`src/rtl/uart_rx_cfg.sv`:
```
// uart_rx_cfg: parametrised UART receiver with input synchroniser, parity /
// framing / overrun reporting and a one-word valid/ready holding register.
// Optional feature macro: UART_RX_BREAK_DETECT_EN adds a break_det pulse output
// and keeps break frames out of the holding register.
module uart_rx_cfg #(
    parameter int DATA_BITS   = 8,
    parameter int PARITY_MODE = 0,
    parameter int STOP_BITS   = 1,
    parameter int CLK_PER_BIT = 8
) (
    input  logic                 clk,
    input  logic                 rst,
    input  logic                 serial,
    output logic                 data_valid,
    input  logic                 data_ready,
    output logic [DATA_BITS-1:0] data,
    output logic                 parity_err,
    output logic                 frame_err,
    output logic                 overrun,
    output logic                 busy
`ifdef UART_RX_BREAK_DETECT_EN
    ,
    output logic                 break_det
`endif
);

    localparam int CW = $clog2(CLK_PER_BIT) + 1;
    localparam logic [CW-1:0] CNT_LAST  = CW'(CLK_PER_BIT - 1);
    localparam logic [CW-1:0] CNT_MID   = CW'((CLK_PER_BIT - 1) / 2);
    localparam logic [3:0]    DATA_LAST = 4'(DATA_BITS - 1);
    localparam logic [3:0]    STOP_LAST = 4'(STOP_BITS - 1);
    localparam logic          ODD_PAR   = (PARITY_MODE == 2);

    typedef enum logic [2:0] {IDLE, START, DATA, PARITY, STOP, RECOVER} state_t;

    state_t               state, state_n;
    logic [CW-1:0]        cnt, cnt_n;
    logic [3:0]           bidx, bidx_n;
    logic [DATA_BITS-1:0] shreg, shreg_n;
    logic                 perr, perr_n;
    logic                 ferr, ferr_n;
    logic                 done;
    logic                 frame_ok;
    logic                 s_meta, s;

`ifdef UART_RX_BREAK_DETECT_EN
    // zero_run stays set while every bit from the first data bit through the
    // first stop bit has been sampled low
    logic                 zero_run, zero_n;
    logic                 brk;
`endif

    // two-flop synchroniser, idle-high so reset does not fake a start bit
    always_ff @(posedge clk or posedge rst) begin
        if (rst) begin
            s_meta <= 1'b1;
            s      <= 1'b1;
        end else begin
            s_meta <= serial;
            s      <= s_meta;
        end
    end

    // FSM and frame datapath registers
    always_ff @(posedge clk or posedge rst) begin
        if (rst) begin
            state <= IDLE;
            cnt   <= '0;
            bidx  <= '0;
            shreg <= '0;
            perr  <= 1'b0;
            ferr  <= 1'b0;
`ifdef UART_RX_BREAK_DETECT_EN
            zero_run <= 1'b0;
`endif
        end else begin
            state <= state_n;
            cnt   <= cnt_n;
            bidx  <= bidx_n;
            shreg <= shreg_n;
            perr  <= perr_n;
            ferr  <= ferr_n;
`ifdef UART_RX_BREAK_DETECT_EN
            zero_run <= zero_n;
`endif
        end
    end

    // next-state: bit timing, sampling and frame completion
    always_comb begin
        state_n = state;
        cnt_n   = cnt;
        bidx_n  = bidx;
        shreg_n = shreg;
        perr_n  = perr;
        ferr_n  = ferr;
        done    = 1'b0;
`ifdef UART_RX_BREAK_DETECT_EN
        zero_n  = zero_run;
`endif
        case (state)
            IDLE: begin
                if (!s) begin
                    cnt_n   = '0;
                    state_n = START;
                end
            end
            START: begin
                if (cnt == CNT_MID) begin
                    if (!s) begin
                        cnt_n   = '0;
                        bidx_n  = '0;
                        perr_n  = 1'b0;
                        ferr_n  = 1'b0;
`ifdef UART_RX_BREAK_DETECT_EN
                        zero_n  = 1'b1;
`endif
                        state_n = DATA;
                    end else begin
                        state_n = IDLE;
                    end
                end else begin
                    cnt_n = cnt + 1'b1;
                end
            end
            DATA: begin
                if (cnt == CNT_LAST) begin
                    cnt_n   = '0;
                    shreg_n = {s, shreg[DATA_BITS-1:1]};
                    bidx_n  = bidx + 4'd1;
`ifdef UART_RX_BREAK_DETECT_EN
                    if (s) zero_n = 1'b0;
`endif
                    if (bidx == DATA_LAST) begin
                        bidx_n  = '0;
                        state_n = (PARITY_MODE != 0) ? PARITY : STOP;
                    end
                end else begin
                    cnt_n = cnt + 1'b1;
                end
            end
            PARITY: begin
                if (cnt == CNT_LAST) begin
                    perr_n  = (^shreg) ^ s ^ ODD_PAR;
                    cnt_n   = '0;
                    state_n = STOP;
`ifdef UART_RX_BREAK_DETECT_EN
                    if (s) zero_n = 1'b0;
`endif
                end else begin
                    cnt_n = cnt + 1'b1;
                end
            end
            STOP: begin
                if (cnt == CNT_LAST) begin
                    cnt_n  = '0;
                    bidx_n = bidx + 4'd1;
                    if (!s) ferr_n = 1'b1;
`ifdef UART_RX_BREAK_DETECT_EN
                    if (s && bidx == 4'd0) zero_n = 1'b0;
`endif
                    if (bidx == STOP_LAST) begin
                        done    = 1'b1;
                        bidx_n  = '0;
                        // a clean frame returns straight to IDLE so the next
                        // start bit can follow with no idle time
                        state_n = ferr_n ? RECOVER : IDLE;
                    end
                end else begin
                    cnt_n = cnt + 1'b1;
                end
            end
            RECOVER: begin
                // hold off until the line is released so a stuck-low line
                // cannot look like a fresh start bit
                if (s) state_n = IDLE;
            end
            default: state_n = IDLE;
        endcase
`ifdef UART_RX_BREAK_DETECT_EN
        brk      = done && zero_n;
        if (brk) state_n = RECOVER;
        frame_ok = done && !brk;
`else
        frame_ok = done;
`endif
    end

    // holding register with overrun tracking and valid/ready handshake
    always_ff @(posedge clk or posedge rst) begin
        if (rst) begin
            data_valid <= 1'b0;
            data       <= '0;
            parity_err <= 1'b0;
            frame_err  <= 1'b0;
            overrun    <= 1'b0;
        end else if (frame_ok) begin
            if (!data_valid || data_ready) begin
                data       <= shreg;
                parity_err <= perr;
                frame_err  <= ferr_n;
                data_valid <= 1'b1;
                overrun    <= 1'b0;
            end else begin
                overrun    <= 1'b1;
            end
        end else if (data_valid && data_ready) begin
            data_valid <= 1'b0;
            overrun    <= 1'b0;
            parity_err <= 1'b0;
            frame_err  <= 1'b0;
        end
    end

`ifdef UART_RX_BREAK_DETECT_EN
    // single-cycle break indication at frame completion
    always_ff @(posedge clk or posedge rst) begin
        if (rst) break_det <= 1'b0;
        else     break_det <= brk;
    end
`endif

    assign busy = (state != IDLE);

endmodule

```
`config.mk`:
```
export PLATFORM = sky130hd
export DESIGN_NAME = uart_rx_cfg
export DESIGN_NICKNAME = d
export VERILOG_FILES = /design/src/rtl/uart_rx_cfg.sv
export SDC_FILE = /design/constraint.sdc
export NUM_CORES = 1
export LEC_CHECK = 0
export CORE_ASPECT_RATIO = 1.25
export CORE_MARGIN = 2
export CORE_UTILIZATION = 30
export DETAILED_ROUTE_END_ITERATION = 8
export PLACE_DENSITY = 0.58
export SETUP_SLACK_MARGIN = 0.5
export SYNTH_ARGS = -nofsm -noshare
export SYNTH_HDL_FRONTEND = slang
export SYNTH_SLANG_ARGS = --single-unit
export TNS_END_PERCENT = 20
```
`constraint.sdc`:
```
create_clock -name clk -period 2 [get_ports clk]
set_clock_uncertainty 0.05 [all_clocks]
set_input_delay 0.4 -clock clk [delete_from_list [all_inputs] [get_ports clk]]
set_output_delay 0.4 -clock clk [all_outputs]
set_load 0.05 [all_outputs]
```
==> flow_metrics.env <==
export IMPL_num_rows=32
export IMPL_yosys_warnings=0
export IMPL_yosysUniqueCellTypes=57
export IMPL_max_freq_mhz=531
export IMPL_period_share_pct=94.2
export IMPL_antenna_cells=0
export IMPL_crit_type="register to primary output"
export IMPL_drt_total_wl_um=3700
export IMPL_worst_path_stages=1
export IMPL_grt_ovfl_total=0
export IMPL_syn_inst=158
export IMPL_critPathBufInv=1
export IMPL_die_y_um=92.6
export IMPL_hold_class="register to register"
export IMPL_timing_rr_start="cnt[0]"
export IMPL_grt_pass1_wl_um=6350
export IMPL_period_needed_ps=1880
export IMPL_combPwrFrac_pct=42.7
export IMPL_cts_tree="done"
export IMPL_finalHoldViolations=0
export IMPL_cts_root_buf="clkbuf_8"
export IMPL_grt_usage_pct=11.9
export IMPL_r2r_end="state[0]"
export IMPL_route_detailed_drc=0
export IMPL_syn_area_mm2=0.00188
export IMPL_nFillCells=608
export IMPL_postRouteAntennaNets=0
export IMPL_antenna_found_initial=0
export IMPL_cp_start_kind="register"
export IMPL_critical_path_top_delay_family="buffers and inverters"
export IMPL_ys_flop_type="dfrtp_1"
export IMPL_hold_path_cell_count=0
export IMPL_path_cells="clkdlybuf4s50_1"
export IMPL_num_vias=1310
export IMPL_area_growth_pct=25.5
export IMPL_cap_violations=0
export IMPL_async_reset_ff_share_pct=100
export IMPL_grt_pass1_vias=1337
export IMPL_avgSynthCellArea_um2=11.9
export IMPL_synth_net_count=165
export IMPL_numCtsBuffers=5
export IMPL_synth_edf_count=0
export IMPL_path_clk_slew_ps=70
export IMPL_wl_per_cell_um=13.3
export IMPL_clk_latency_ps=290
export IMPL_htreeDepth=2
export IMPL_r2r_setup_slack_ps=150
export IMPL_io_pins=17
export IMPL_arrival_ps=1430
export IMPL_clock_tree_buffer_depth=2
export IMPL_reg2reg_depth=5
export IMPL_die_area_mm2=0.00693
export IMPL_setup_viol_count_final=0
export IMPL_outcome="complete, no violations"
export IMPL_drtPass1Iterations=4
export IMPL_seq_area_frac_synth_pct=46.6
export IMPL_p_per_area_mw_per_mm2=1070
export IMPL_numPortBuffers=16
export IMPL_grt_max_degree=36
export IMPL_drive_above_1_share_pct=30.6
export IMPL_p_int_mw=1.58
export IMPL_die_w_um=74.9
export IMPL_rsz0062_at_grt="true"
export IMPL_dpl_hpwl_um=2540
export IMPL_hold_slack_ps=307
export IMPL_crit_slowest_cell="clkdlybuf4s50_1"
export IMPL_start_util_pct=30.7
export IMPL_ir_drop_mv=0.491
export IMPL_synth_seq_cells=35
export IMPL_drt_iter0_markers=33
export IMPL_swShare_pct=37.4
export IMPL_clkPwrFrac_pct=20.0
export IMPL_core_area_mm2=0.00613
export IMPL_seqPwrFrac_pct=37.2
export IMPL_min_delay_start="s_meta"
export IMPL_gp_congestion=0.784
export IMPL_clkSinkCount=35
export IMPL_path_max_fanout=2
export IMPL_p_switching_uw=944
export IMPL_tns_ps=0
export IMPL_hold_end="s"
export IMPL_slowest_delay_ps=800
export IMPL_slew_violations=0
export IMPL_final_common_cell="dfrtp_1"
export IMPL_worst_slew_pin_slew_ps=514
export IMPL_layout_common_cells="31 x dfrtp_1, 20 x buf_4, 14 x mux2_1, 8 x inv_1"
export IMPL_p_leak_nw=1.11
export IMPL_nets=199
export IMPL_max_slew_margin_pct=65.5
export IMPL_required_ps=1550
export IMPL_viasPerCell=4.71
export IMPL_critPathCaptureType="primary output"
## worst max-delay path by stage
stage / startpoint / endpoint / slack, ps
after floorplan: bidx[0] / state[0] / 200
after global placement: bidx[0] / state[0] / 150
after detailed placement: bidx[0] / state[0] / 80
after CTS: bidx[0] / state[0] / 80
after global routing: state[0] / bidx[3] / 80
final: data[3] / data[3] / 120
## logic make-up (layout without fill, tap and decap cells)
| logic type | count (synthesis) | after routing | share of synthesized area, % |
|---|---|---|---|
| buf+inv | 16 | 51 | 4.58 |
| mux | 20 | 20 | 12.1 |
| flops | 35 | 35 | 46.6 |
| compound gates | 29 | 29 | 14.0 |
| xor+xnor | 9 | 9 | 4.92 |
| simple gates | 46 | 46 | 15.8 |
| fa+ha+maj | 3 | 3 | 1.99 |
## per-layer routing
metal / share of wire [%] / wire length (µm) / global-route usage (%) / vias to the layer above
met5: 0 / 0 / 0 / -
met4: 2.0 / 74 / 5.36 / 0
met3: 3.2 / 117 / 2.61 / 6
met2: 50 / 1850 / 18.6 / 19
met1: 45 / 1660 / 15.4 / 642
li1: - / - / - / 643
## Yosys cell counts, types with 3 or more instances
master     n  share of area (%)
xor2_1     4                1.9
nand3b_1   5                2.0
buf_2      3               0.80
inv_1      8                1.6
xnor2_1    4                1.9
nand3_1    3               0.80
nor3b_1    4                1.6
ha_1       3                2.0
nand2b_1   6                2.0
nor2_1     5                1.0
o21ai_1    4                1.1
mux2_1    17                 10
dfrtp_1   33                 44
nand2_1    6                1.2
## power groups by stage
stage                     clock, mW  combinational (mW)  sequential, mW
after floorplan                   0               0.731           0.953
after global placement            0               0.937           0.956
after detailed placement          0               0.947           0.957
after CTS                     0.527                1.02           0.932
after global routing          0.553                1.17           0.956
final                         0.506                1.08           0.939
## repair_timing
action,4_1_cts,5_1_grt
setup endpoints to repair,43,39
pin swaps,1,3
gates resized for setup,20,9
hold buffers,0,0
setup buffers,5,4
## flip-flops by register name, indices dropped and copies added, names as in the netlist
signal / flops
data: 8
shreg: 8
bidx: 4
cnt: 4
state: 3
data_valid: 1
ferr: 1
frame_err: 1
overrun: 1
parity_err: 1
perr: 1
s: 1
s_meta: 1
## final cells by class
type                            instances  area [µm²]  area share (%)
Clock buffer                            6        72.6            3.07
Sequential cell                        35         881            37.3
Timing Repair Buffer                   35         303            12.8
Multi-Input combinational cell        107         958            40.6
Clock inverter                          2        12.5           0.529
Inverter                                8        30.0            1.27
Tap cell                               85         106            4.50
## metrics by stage
stage	instances	util [%]	cell area, µm²	power, mW	worst slack, ps
floorplan	158	-	1910	1.68	197
global placement	261	35.7	2190	1.89	146
detailed placement	261	35.7	2190	1.90	83.7
CTS	274	38.1	2330	2.48	83.8
global route	278	38.6	2360	2.68	80.3
finish	278	38.6	2360	2.52	116
(Power assumes the default switching activity.)
